File: src/rtl/read_id.sv
// NAND flash Read-ID sequencer: issues the Read-ID command and address cycle,
// waits tWHR, then strobes RE_n four times and keeps the device ID byte.
module read_id #(
  parameter logic [7:0] CMD_READID   = 8'h90,
  parameter int         DUMMY_CYCLES = 2
) (
  input  logic       clk,
  input  logic       reset,
  input  logic [7:0] ctrl_in_data,
  input  logic [7:0] nandIOin,
  output logic [7:0] TonandIO,
  output logic [4:0] outputVEC_tb,
  output logic       toggleDone_tb,
  output logic       IDread_done,
  output logic       dummy_cnt_tb,
  output logic [1:0] state_reg_tb,
  output logic [1:0] IDread_cnt_tb,
  output logic [7:0] DevID_tb
);

  typedef enum logic [1:0] {
    IDLE = 2'd0,
    CMD  = 2'd1,
    ADDR = 2'd2,
    READ = 2'd3
  } state_t;

  localparam logic DUMMY_LAST = 1'(DUMMY_CYCLES - 1);

  state_t     state, next_state;
  logic [1:0] phase;
  logic       armed;
  logic       dummy_cnt;
  logic       dummy_done;
  logic [1:0] id_cnt;
  logic [7:0] dev_id;
  logic       id_done;

  logic start;
  logic toggling;
  logic toggle_done;
  logic strobe;

  // The strobe generator only runs once the tWHR wait in READ has elapsed.
  always_comb begin
    start       = (state == IDLE) && (ctrl_in_data == CMD_READID) && armed;
    toggling    = (state == CMD) || (state == ADDR) || ((state == READ) && dummy_done);
    toggle_done = toggling && (phase == 2'd3);
    strobe      = phase[1];
    next_state  = state;
    case (state)
      IDLE: if (start) next_state = CMD;
      CMD:  if (toggle_done) next_state = ADDR;
      ADDR: if (toggle_done) next_state = READ;
      READ: if (toggle_done && (id_cnt == 2'd3)) next_state = IDLE;
      default: next_state = IDLE;
    endcase
  end

  // Pin order is {CLE, ALE, CE_n, WE_n, RE_n}.
  always_comb begin
    TonandIO     = 8'h00;
    outputVEC_tb = 5'b00111;
    case (state)
      CMD: begin
        TonandIO     = CMD_READID;
        outputVEC_tb = {1'b1, 1'b0, 1'b0, strobe, 1'b1};
      end
      ADDR: outputVEC_tb = {1'b0, 1'b1, 1'b0, strobe, 1'b1};
      READ: outputVEC_tb = {1'b0, 1'b0, 1'b0, 1'b1, (dummy_done ? strobe : 1'b1)};
      default: ;
    endcase
  end

  always_ff @(posedge clk) begin
    if (!reset) begin
      state      <= IDLE;
      phase      <= 2'd0;
      armed      <= 1'b1;
      dummy_cnt  <= 1'b0;
      dummy_done <= 1'b0;
      id_cnt     <= 2'd0;
      dev_id     <= 8'h00;
      id_done    <= 1'b0;
    end else begin
      state <= next_state;

      if ((next_state != state) || !toggling) phase <= 2'd0;
      else phase <= phase + 2'd1;

      // Re-arming needs the opcode to go away, so a held opcode runs once.
      if (start) armed <= 1'b0;
      else if ((state == IDLE) && (ctrl_in_data != CMD_READID)) armed <= 1'b1;

      if (start) id_done <= 1'b0;
      else if ((state == READ) && (next_state == IDLE)) id_done <= 1'b1;

      if (state != READ) begin
        dummy_cnt  <= 1'b0;
        dummy_done <= 1'b0;
      end else if (!dummy_done) begin
        if (dummy_cnt == DUMMY_LAST) dummy_done <= 1'b1;
        else dummy_cnt <= dummy_cnt + 1'b1;
      end

      if ((state == READ) && toggle_done) id_cnt <= id_cnt + 2'd1;

      // Sample just before RE_n rises; only the device-ID byte is kept.
      if ((state == READ) && toggling && (phase == 2'd1) && (id_cnt == 2'd1))
        dev_id <= nandIOin;
    end
  end

  assign toggleDone_tb = toggle_done;
  assign IDread_done   = id_done;
  assign dummy_cnt_tb  = dummy_cnt;
  assign state_reg_tb  = state;
  assign IDread_cnt_tb = id_cnt;
  assign DevID_tb      = dev_id;

endmodule

File: config.mk
export PLATFORM = sky130hd
export DESIGN_NAME = read_id
export DESIGN_NICKNAME = d
export VERILOG_FILES = /design/src/rtl/read_id.sv
export SDC_FILE = /design/constraint.sdc
export NUM_CORES = 1
export LEC_CHECK = 0
export ABC_AREA = 1
export BUFFER_PORTS_ARGS = -buffer_cell sky130_fd_sc_hd__buf_2
export CORE_ASPECT_RATIO = 1.75
export CORE_UTILIZATION = 35
export CTS_CLUSTER_SIZE = 16
export DETAILED_ROUTE_END_ITERATION = 8
export SYNTH_ARGS = -nofsm -noshare
export SYNTH_HDL_FRONTEND = slang
export SYNTH_SLANG_ARGS = --single-unit
File: constraint.sdc
create_clock -name clk -period 2.2 [get_ports clk]
set_clock_uncertainty 0.15 [all_clocks]
set_input_delay 0.33 -clock clk [delete_from_list [all_inputs] [get_ports clk]]
set_output_delay 0.33 -clock clk [all_outputs]
set_load 0.02 [all_outputs]
# Word level (Yosys, flattened, before mapping)

Index checks and enable logic that the tools add are counted.

Input port bits: 18
Output and inout port bits: 28
Word-level logic and storage cells: 57
Register bits after elaboration: 18

Add/subtract/negate cells: 3
Equality and inequality tests: 11
Bitwise logic cells: 1
Multiplexer cells: 13
Reductions and logical operators: 21

Operators by type and width:

| cell                | count |
|---|---|
| $pmux 5 s3          | 1 |
| $logic_and 1x1->1   | 11 |
| $eq 2x2->1 const B  | 4 |
| $eq 8x8->1 const B  | 1 |
| $mux 2              | 4 |
| $mux 8              | 1 |
| $ne 8x8->1 const B  | 1 |
| $pmux 2 s4          | 1 |
| $eq 2x1->1 const B  | 3 |
| $mux 1              | 6 |
| $reduce_or 2->1     | 3 |
| $add 2x1->2 const B | 2 |
| $logic_not 2->1     | 2 |
| $logic_or 1x1->1    | 3 |
| $ne 2x2->1          | 1 |
| $ne 2x2->1 const B  | 1 |
| $reduce_bool 2->1   | 1 |
| $add 1x1->1 const B | 1 |
| $logic_not 1->1     | 1 |
| $not 1->1           | 1 |

# Depth between registers and ports, before layout

Gate-level depths: netlist (run 1).

Depth in word-level cells: 10
Depth in mapped cells: 13
Mapped depth without buffers: 13

# Worst setup path after synthesis (run 1)

OpenSTA, ideal clock, no wires.

Path type: reg2reg
Start point: register state[0] (netlist: state_reg_tb[0])
End point: register phase[0]
Data required time: 1.986 ns
Arrival time: 1.719 ns
Slack: 0.267 ns
Buffers on the path: 0
Stages on the path, launching flop included: 13
Setup time: 0.064 ns
Cell sequence: dfxtp_1 -> inv_1 -> ha_1 -> nand2_1 -> nor2_1 -> nand4_1 -> nand2_1 -> nand2_1 -> nand2_1 -> nand2_1 -> nand2_1 -> nand2_1 -> nor2_1

Word-level cells in the longest chain between the ends: 10
Elaborated cells on any way between the ends: 20
Those cells by class: eq/ne: 4; mux: 5; reduce/logical: 11

RTL lines:

| element                                                      | RTL line | source |
|---|---|---|
| start: declaration                                           | 30       | `state_t state, next_state;` |
| start signal: assignment                                     | 86       | `state <= next_state;` |
| $eq 2x1->1 / $eq 2x2->1 (equally long branches)              | 47, 51   |  |
| $logic_or 1x1->1 / $logic_and 1x1->1 (equally long branches) | 47       | `toggling = (state == CMD) \|\| (state == ADDR) \|\| ((state == READ) && dummy_done);` |
| $logic_or 1x1->1                                             | 47       |  |
| $logic_and 1x1->1                                            | 48       | `toggle_done = toggling && (phase == 2'd3);` |
| $logic_and 1x1->1                                            | 55       | `READ: if (toggle_done && (id_cnt == 2'd3)) next_state = IDLE;` |
| $mux 2                                                       | 55       |  |
| $pmux 2 s4                                                   | 51       | `case (state)` |
| $ne 2x2->1                                                   | 88       | `if ((next_state != state) \|\| !toggling) phase <= 2'd0;` |
| $logic_or 1x1->1 (*)                                         | 88       |  |
| $reduce_or 2->1 (no line) (*)                                | n/a      |  |
| end signal: assignment                                       | 89       | `else phase <= phase + 2'd1;` |
| end: declaration                                             | 31       | `logic [1:0] phase;` |

Every way passes the cells marked *; elsewhere a longest branch is shown, timed or not.
A chain may end at the register's enable or synchronous reset.

# Final worst setup path (run 1)

Start point: register state[0] (netlist: state_reg_tb[0])
End point: output outputVEC_tb[0]

Word-level cells in the longest chain between the ends: 2
Elaborated cells on any way between the ends: 4
Those cells by class: eq/ne: 3; mux: 1

RTL lines:

| element                                         | RTL line | source |
|---|---|---|
| $eq 2x2->1 / $eq 2x1->1 (equally long branches) | 64       | `case (state)` |
| $pmux 5 s3 (*)                                  | 64       |  |
| end: declaration                                | 12       | `output logic [4:0] outputVEC_tb,` |

Marks and branches as above.

==> impl_results.md, run 1 <==
- FF-to-FF path depth: 8
- Crit path from: state_reg_tb[0]
- Area after DPL: 1200 µm²
- Min-delay worst type: in2reg
- Count leader, synth: nor2_1
- CP bufs+invs: 3
- Sink Count: 18
- Critical path type: reg2out
- Seq cells post-synth: 18
- Most instantiated cells after synthesis: nor2_1 (31), nand2_1 (23), dfxtp_1 (18)
- CP top delay family: buffers and inverters
- Worst Setup Start Kind: register
- Die ar.: 3090 µm²
- DRT antenna net count: 0
- CP Data Required Time: 1720 ps
- Busiest layer in global routing: met2
- Syn-to-layout area delta: 25.6%
- Setup repair after global routing missed its margin: no
- Die X-Extent: 42.5 µm
- H-Tree Depth: 1
- Max Root-Sink Buffers: 2
- PD cells: 505 nW/µm²
- Post-synth top area cell: dfxtp_1
- Post_cts resized: 0
- VDD IR max: 0.000429 V
- HP Start: nandIOin[4]
- # DRC: 0
- WP data arrival: 1550 ps
- Final hold violations: 0
- WHS Path Cells: 3
- Die Height: 72.8 µm
- First-pass GRT wire length: 3770 µm
- Final setup fails: 0
- Max FO, Critical Path: 6
- Ant diodes: 0
- CTS buffer count: 3
- Slew Viols, Final: 0
- LEAKAGE: 0.000681 µW
- Yosys Warn Count: 0
- Met2 GRT Util: 0.321
- Port Buf Inserts: 39
- Initial antenna violation count: 0
- Top cells by area, synth: dfxtp_1 (36%), nor2_1 (12%), ha_1 (10%)
- Fraction of layout cells with a size suffix above 1: 0.297
- Design Area, Final: 1260 µm²
- Vias in the first global route: 947
- Grt total ovfl: 0
- CTS root buffer: clkbuf_8
- Final GP Congestion: 0.765
- Final TNS setup: 0 ps
- Post-synthesis instance total: 141
- WP depth: 6
- Sequential fraction of the synthesis area: 0.360
- # Max-Cap Violations: 0
- R2R Path End: DevID_tb[7]
- Final min period: 2030 ps
- Slowest CP cell: dfxtp_2
- Initial Util: 0.368
- Top_reg_cell synth: dfxtp_1
- Avg WL per Cell: 10.9 µm
- Total number of vias: 986
- Fin crit share: 0.924
- FMAX: 492 MHz
- First-pass iteration count of the detailed router: 3
- Total wire length: 2280 µm
- Distinct cell type count after synthesis: 19
- Status: complete, no violations
- Core area: 2720 µm²
- Setup crit end: outputVEC_tb[0]
- CTS Hold Buffers Added: 0
- GRT Total Usage: 0.159
- CP peak stage delay: 370 ps
- Clock-pin transition on the worst setup and hold timing paths: 70 ps
- Skew-Pair Late Insertion Delay: 250 ps
- Via-per-instance ratio: 4.72
- Post-CTS setup buffers: 0
- Met3 Usage GRT: 0.0248
- Async set-reset flop share out of synthesis: 0
- Reg2reg start: state_reg_tb[1]
- Filler cells: 290
- Nets: 209
- CTS tree: done
- Ports: 46
- Mapped Area: 1000 µm²
- HPWL after DPL: 1840 µm
- Largest net degree at the start of global routing: 14
- GR Layer Usage met1: 0.145
- Mapped Avg Cell Area: 7.11 µm²
- Worst reg-to-reg setup slack: 320 ps
- Crit end category: primary output
- Critical path, cell by cell: inv_1 > buf_4 > ha_1 > o21ai_0 > o211ai_1 > buf_2
- Synth top area share: 0.360
- Rows: 25
- Post-synth EDFFs: 0
- DR iter-0 viols: 10
## state kept, by name, indices dropped and copies added, names as in the netlist
signal,flops
DevID_tb,8
dummy_done,1
IDread_cnt_tb,2
IDread_done,1
armed,1
state_reg_tb,2
dummy_cnt_tb,1
phase,2
## worst register-to-register path, stage by stage (launching register included)
cell and delay, ps:
dfxtp_2 390, inv_1 100, ha_1 280, inv_1 70
nand2_4 80, nand4_1 270, inv_1 320, nor2_1 70
nor2_1 100
## final cells by class
| type | instances | area, µm² | share of cell area |
|---|---|---|---|
| clock buffers | 4 | 55.1 | 0.0437 |
| inverters | 17 | 63.8 | 0.0507 |
| multi-input cells | 102 | 533 | 0.423 |
| flip-flops and latches | 18 | 363 | 0.288 |
| well taps | 27 | 33.8 | 0.0268 |
| repair buffers | 41 | 210 | 0.167 |
## placed cells by master (no fill, tap or decap)
cell type,count
buf_2,39
nor2_1,31
nand2_1,23
inv_1,17
dfxtp_1,16
o21ai_0,11
ha_1,8
a21oi_1,6
conb_1,6
nand3_1,5
clkbuf_8,4
nand2_2,2
o211ai_1,2
nand4_1,2
nand3_2,2
buf_4,2
dfxtp_2,2
nand2_4,1
o21ai_2,1
a21oi_2,1
xor2_1,1
## per-stage QoR
step           hold WS (ps)   util  total power [µW]  cells  setup WS (ps)
2_1_floorplan           271      -               363    146            267
3_3_place_gp            284  0.441               372    205            262
3_5_place_dp            313  0.441               372    205            220
4_1_cts                 174  0.462               644    209           74.9
5_1_grt                 182  0.463               659    209           44.1
6_report                175  0.463               635    209            168
## worst min path at each step
stage	slack (ps)	to
after floorplan	270	phase[0]
after global placement	280	phase[0]
after detailed placement	310	phase[0]
after CTS	170	DevID_tb[4]
after global routing	180	DevID_tb[1]
final	170	DevID_tb[4]
## metal layers
| layer | share of wire | wire [µm] |
|---|---|---|
| met1 | 0.37 | 848 |
| met2 | 0.57 | 1300 |
| met3 | 0.046 | 106 |
| met4 | 0.0092 | 21 |
| met5 | 0 | 0 |
## logic make-up (layout without fill, tap and decap cells)
logic type | after synthesis | count (layout) | synth area share
DFF | 18 | 18 | 0.360
and+or+nand+nor | 66 | 66 | 0.283
buffers and inverters | 26 | 62 | 0.127
xor gates and xnor gates | 1 | 1 | 0.00874
other | 1 | 6 | 0.00374
adders and majority gates | 8 | 8 | 0.0999
AOI/OAI and AO/OA | 21 | 21 | 0.117
## where the power goes
group          internal, µW  leakage (µW)  switching, µW
sequential              326      0.000146          0.177
combinational          15.0      0.000507           23.6
clock                   159     0.0000288            112
Note: power is estimated with default switching activity, not from simulation.
==> inputs of run 2 (changes only) <==
--- a/config.mk
+++ b/config.mk
@@ -7,10 +7,10 @@
 export LEC_CHECK = 0
 export ABC_AREA = 1
 export BUFFER_PORTS_ARGS = -buffer_cell sky130_fd_sc_hd__buf_2
-export CORE_ASPECT_RATIO = 1.75
-export CORE_UTILIZATION = 35
+export CORE_UTILIZATION = 45
 export CTS_CLUSTER_SIZE = 16
 export DETAILED_ROUTE_END_ITERATION = 8
+export PLACE_DENSITY = 0.77
 export SYNTH_ARGS = -nofsm -noshare
 export SYNTH_HDL_FRONTEND = slang
 export SYNTH_SLANG_ARGS = --single-unit
==> run 2 against run 1 <==
Global-route usage up 2.4 points. Via count fell by 2.4%. Non-clock buffer count shrank 2. Core utilization up 14 points. Clock-buffer cell count unchanged. Fmax down 1.8%. Critical path type unchanged. Critical endpoint is now toggleDone_tb. Largest power group unchanged.
==> impl_results.md, run 2 (synthesis results as in run 1) <==
- Status: complete, no violations (unchanged)
- Ports: 46 (unchanged)
- Nets: 207 (was 209)
- CTS root buffer: clkbuf_4 (was clkbuf_8)
- Sink Count: 18 (unchanged)
- Clock-pin transition on the worst setup and hold timing paths: 100 ps (was 70 ps)
- Largest net degree at the start of global routing: 14 (unchanged)
- FMAX: 483 MHz (was 492 MHz)
- Final setup fails: 0 (unchanged)
- Initial antenna violation count: 0 (unchanged)
- DRT antenna net count: 0 (unchanged)
- First-pass GRT wire length: 3460 µm (was 3770 µm)
- Fin crit share: 0.940 (was 0.924)
- Grt total ovfl: 0 (unchanged)
- Setup repair after global routing missed its margin: no (unchanged)
- Critical path type: reg2out (unchanged)
- Final TNS setup: 0 ps (unchanged)
- CTS buffer count: 3 (unchanged)
- CP Data Required Time: 1720 ps (about the same)
- VDD IR max: 0.000431 V (was 0.000429 V)
- Vias in the first global route: 853 (was 947)
- GRT Total Usage: 0.182 (was 0.159)
- Ant diodes: 0 (unchanged)
- Design Area, Final: 1230 µm² (was 1260 µm²)
- LEAKAGE: 0.000661 µW (was 0.000681 µW)
- Initial Util: 0.496 (was 0.368)
- PD cells: 460 nW/µm² (was 505 nW/µm²)
- Crit end category: primary output (unchanged)
- Die Height: 49.2 µm (was 72.8 µm)
- Final hold violations: 0 (unchanged)
- CTS tree: done (unchanged)
- HPWL after DPL: 1640 µm (was 1840 µm)
- Port Buf Inserts: 39 (unchanged)
- Syn-to-layout area delta: 22.5% (was 25.6%)
- # DRC: 0 (unchanged)
- Max FFs per register: 8 (unchanged)
- Max FO, Critical Path: 6 (unchanged)
- Min-delay worst type: in2reg (unchanged)
- WP data arrival: 1590 ps (was 1550 ps)
- Fraction of layout cells with a size suffix above 1: 0.300 (was 0.297)
- H-Tree Depth: 1 (unchanged)
- Core area: 2020 µm² (was 2720 µm²)
- Skew-Pair Late Insertion Delay: 290 ps (was 250 ps)
- First-pass iteration count of the detailed router: 4 (was 3)
- Max Root-Sink Buffers: 2 (unchanged)
- Via-per-instance ratio: 4.65 (was 4.72)
- Final GP Congestion: 0.866 (was 0.765)
- DR iter-0 viols: 9 (was 10)
- Total number of vias: 962 (was 986)
- # Max-Cap Violations: 0 (unchanged)
- Most frequent cells in the layout: buf_2 (39), nor2_1 (31), nand2_1 (23), dfxtp_1 (16), inv_1 (16) (was buf_2 (39), nor2_1 (31), nand2_1 (23), inv_1 (17), dfxtp_1 (16))
- Die X-Extent: 49.2 µm (was 42.5 µm)
- Rows: 16 (was 25)
- Slew Viols, Final: 0 (unchanged)
- Worst Setup Start Kind: register (unchanged)
- Area after DPL: 1190 µm² (was 1200 µm²)
- Worst hold slack: 140 ps (was 175 ps)
- Avg WL per Cell: 9.66 µm (was 10.9 µm)
- Die ar.: 2420 µm² (was 3090 µm²)
- Total wire length: 2000 µm (was 2280 µm)
- Final min period: 2070 ps (was 2030 ps)
- Commonest non-fill, non-tap cell in the layout: buf_2 (unchanged)
-- run 2: where the power goes --
group / switching [µW] / leakage [µW] / total [µW] / internal (µW)
Combinational: 23.5 / 0.000494 / 38.5 / 15.0
Clock: 99.4 / 0.0000210 / 200 / 101
Sequential: 0.182 / 0.000146 / 326 / 326
Total: 123 / 0.000661 / 564 / 441
-- run 2: repair_timing --
action / 4_1_cts / 5_1_grt
gates resized for setup: 2 / 2
buffers inserted: 0 / 0
endpoints found under the setup margin: 2 / 3
hold buffers: 0 / 0
-- run 2: final timing paths --
check | start | to | slack, ps | cells past startpoint
worst max register to register | state_reg_tb[0] | phase[1] | 320 | 12
worst min register to register | phase[0] | phase[0] | 310 | 1
worst max-delay path | state_reg_tb[0] | toggleDone_tb | 130 | 7
worst min-delay path | nandIOin[4] | DevID_tb[4] | 140 | 3
-- run 2: layout make-up --
type | count | area, µm²
clock buffers | 4 | 36.3
inverters | 17 | 63.8
multi-input cells | 102 | 536
flip-flops and latches | 18 | 363
well taps | 27 | 33.8
repair buffers | 39 | 195
fillers | 209 | 795
-- run 2: critical path: stages, from the launching register on --
cell,delay (ps)
dfxtp_2,400
inv_2,90
ha_1,300
inv_1,120
nand2_4,70
nand2_1,110
inv_1,60
buf_2,150
-- run 2: through the flow --
| step | worst slack (ps) | cells | util | power, µW |
|---|---|---|---|---|
| finish | 131 | 207 | 0.607 | 564 |
| global route | 37.3 | 207 | 0.607 | 593 |
| CTS | 15.7 | 207 | 0.606 | 572 |
| detailed placement | 232 | 203 | 0.587 | 372 |
| global placement | 272 | 203 | 0.587 | 371 |
| floorplan | 267 | 146 | - | 363 |
-- run 2: routing by layer --
metal / vias to the layer above / routed length (µm) / global-route usage
met1: 418 / 921 / 0.211
li1: 509 / - / -
met3: 4 / 94 / 0.0187
met2: 31 / 956 / 0.331
met4: 0 / 27 / 0.0833
met5: - / 0 / 0
==> inputs of run 3 (changes only) <==
--- a/config.mk
+++ b/config.mk
@@ -10,7 +10,7 @@
 export CORE_UTILIZATION = 45
 export CTS_CLUSTER_SIZE = 16
 export DETAILED_ROUTE_END_ITERATION = 8
-export PLACE_DENSITY = 0.77
+export PLACE_DENSITY_LB_ADDON = 0.15
 export SYNTH_ARGS = -nofsm -noshare
 export SYNTH_HDL_FRONTEND = slang
 export SYNTH_SLANG_ARGS = --single-unit
==> run 3 against run 2 <==
Non-clock buffer count unchanged. Critical path depth did not move. Worst hold slack improved by 8.9 ps. Register-to-register slack worse by 60 ps. First-iteration DRC count fell by 44%. Final area is 0.20% higher. Sequential power barely moved. Final cell count unchanged. Die area unchanged. Global-route usage is 0.72 points lower. Setup slack got worse by 27 ps.
==> impl_results.md, run 3 (synthesis results as in run 1) <==
- Die Height: 49.2 µm (unchanged)
- Status: complete, no violations (unchanged)
- Critical path type: reg2out (unchanged)
- CTS buffer count: 3 (unchanged)
- Via-per-instance ratio: 4.56 (was 4.65)
- Syn-to-layout area delta: 22.7% (was 22.5%)
- WP data arrival: 1620 ps (was 1590 ps)
- Final setup fails: 0 (unchanged)
- HPWL after DPL: 1630 µm (was 1640 µm)
- Rows: 16 (unchanged)
- DR iter-0 viols: 5 (was 9)
- Max FO, Critical Path: 6 (unchanged)
- Largest net degree at the start of global routing: 14 (unchanged)
- Most frequent cells in the layout: buf_2 (39), nor2_1 (31), nand2_1 (23), inv_1 (17), dfxtp_1 (16) (was buf_2 (39), nor2_1 (31), nand2_1 (23), dfxtp_1 (16), inv_1 (16))
- Nets: 207 (unchanged)
- Min-delay worst type: in2reg (unchanged)
- FMAX: 477 MHz (was 483 MHz)
- Final hold violations: 0 (unchanged)
- Grt total ovfl: 0 (unchanged)
- Ant diodes: 0 (unchanged)
- Slew Viols, Final: 0 (unchanged)
- # DRC: 0 (unchanged)
- Avg WL per Cell: 9.62 µm (was 9.66 µm)
- Commonest non-fill, non-tap cell in the layout: buf_2 (unchanged)
- Die X-Extent: 49.2 µm (unchanged)
- First-pass iteration count of the detailed router: 4 (unchanged)
- Initial antenna violation count: 0 (unchanged)
- Crit end category: primary output (unchanged)
- LEAKAGE: 0.000661 µW (about the same)
- Initial Util: 0.496 (unchanged)
- GRT Total Usage: 0.175 (was 0.182)
- Area after DPL: 1190 µm² (unchanged)
- Setup repair after global routing missed its margin: no (unchanged)
- Total wire length: 1990 µm (was 2000 µm)
- VDD IR max: 0.000303 V (was 0.000431 V)
- Max FFs per register: 8 (unchanged)
- First-pass GRT wire length: 3340 µm (was 3460 µm)
- Total number of vias: 943 (was 962)
- Port Buf Inserts: 39 (unchanged)
- Skew-Pair Late Insertion Delay: 280 ps (was 290 ps)
- H-Tree Depth: 1 (unchanged)
- Final TNS setup: 0 ps (unchanged)
- Final min period: 2100 ps (was 2070 ps)
- Die ar.: 2420 µm² (unchanged)
- Final GP Congestion: 0.856 (was 0.866)
- Vias in the first global route: 829 (was 853)
- CTS tree: done (unchanged)
- # Max-Cap Violations: 0 (unchanged)
- CTS root buffer: clkbuf_4 (unchanged)
- Max Root-Sink Buffers: 2 (unchanged)
- Fin crit share: 0.952 (was 0.940)
- PD cells: 455 nW/µm² (was 460 nW/µm²)
- Design Area, Final: 1230 µm² (about the same)
- Worst Setup Start Kind: register (unchanged)
- Fraction of layout cells with a size suffix above 1: 0.294 (was 0.300)
- Sink Count: 18 (unchanged)
- DRT antenna net count: 0 (unchanged)
- Clock-pin transition on the worst setup and hold timing paths: 100 ps (about the same)
- Ports: 46 (unchanged)
- Core area: 2020 µm² (unchanged)
- CP Data Required Time: 1720 ps (about the same)
## run 3: cell counts in the layout (fill, tap and decap cells not counted)
No cell type changed its count.
## run 3: layout make-up
class | count | area (µm²)
Sequential cell | 18 | 365
Timing Repair Buffer | 39 | 195
Fill cell | 209 | 792
Multi-Input combinational cell | 102 | 536
Tap cell | 27 | 33.8
Clock buffer | 4 | 36.3
Inverter | 17 | 63.8
## run 3: worst paths after layout
path	startpoint	to	slack, ps	cells after the start
setup / recovery	state_reg_tb[0]	toggleDone_tb	100	7
hold / removal	nandIOin[3]	DevID_tb[3]	150	3
setup reg to reg	state_reg_tb[0]	phase[0]	260	12
hold reg to reg	phase[0]	phase[0]	320	1
## run 3: worst max-delay path, stage by stage, from the launching register on
cell	delay (ps)
dfxtp_4	370
inv_1	160
ha_1	260
inv_1	120
nand2_4	70
nand2_1	110
inv_1	70
buf_2	160
## run 3: power by group
part / switching (µW) / internal (µW)
combinational: 23.2 / 14.9
sequential: 0.151 / 325
clock: 95.6 / 101
total: 119 / 440
## run 3: timing repair
item,4_1_cts,5_1_grt
buffers inserted,0,0
hold buffers,0,0
gates resized for setup,0,4
endpoints found under the setup margin,0,12
## run 3: through the flow
step                cells  setup WS (ps)  utilization  hold slack (ps)  total power, µW
floorplan             146            267            -              271              363
global placement      203            259        0.587              283              371
detailed placement    203            216        0.587              309              372
CTS                   207           2.30        0.605              135              572
global route          207           1.52        0.608              163              585
finish                207            105        0.608              149              559
## run 3: metal layers
layer / GRT usage / wire length (µm) / up-vias
li1: - / - / 506
met1: 0.204 / 886 / 408
met2: 0.326 / 1000 / 27
met3: 0.0187 / 88 / 2
met4: 0.0588 / 13 / 0
met5: 0 / 0 / -
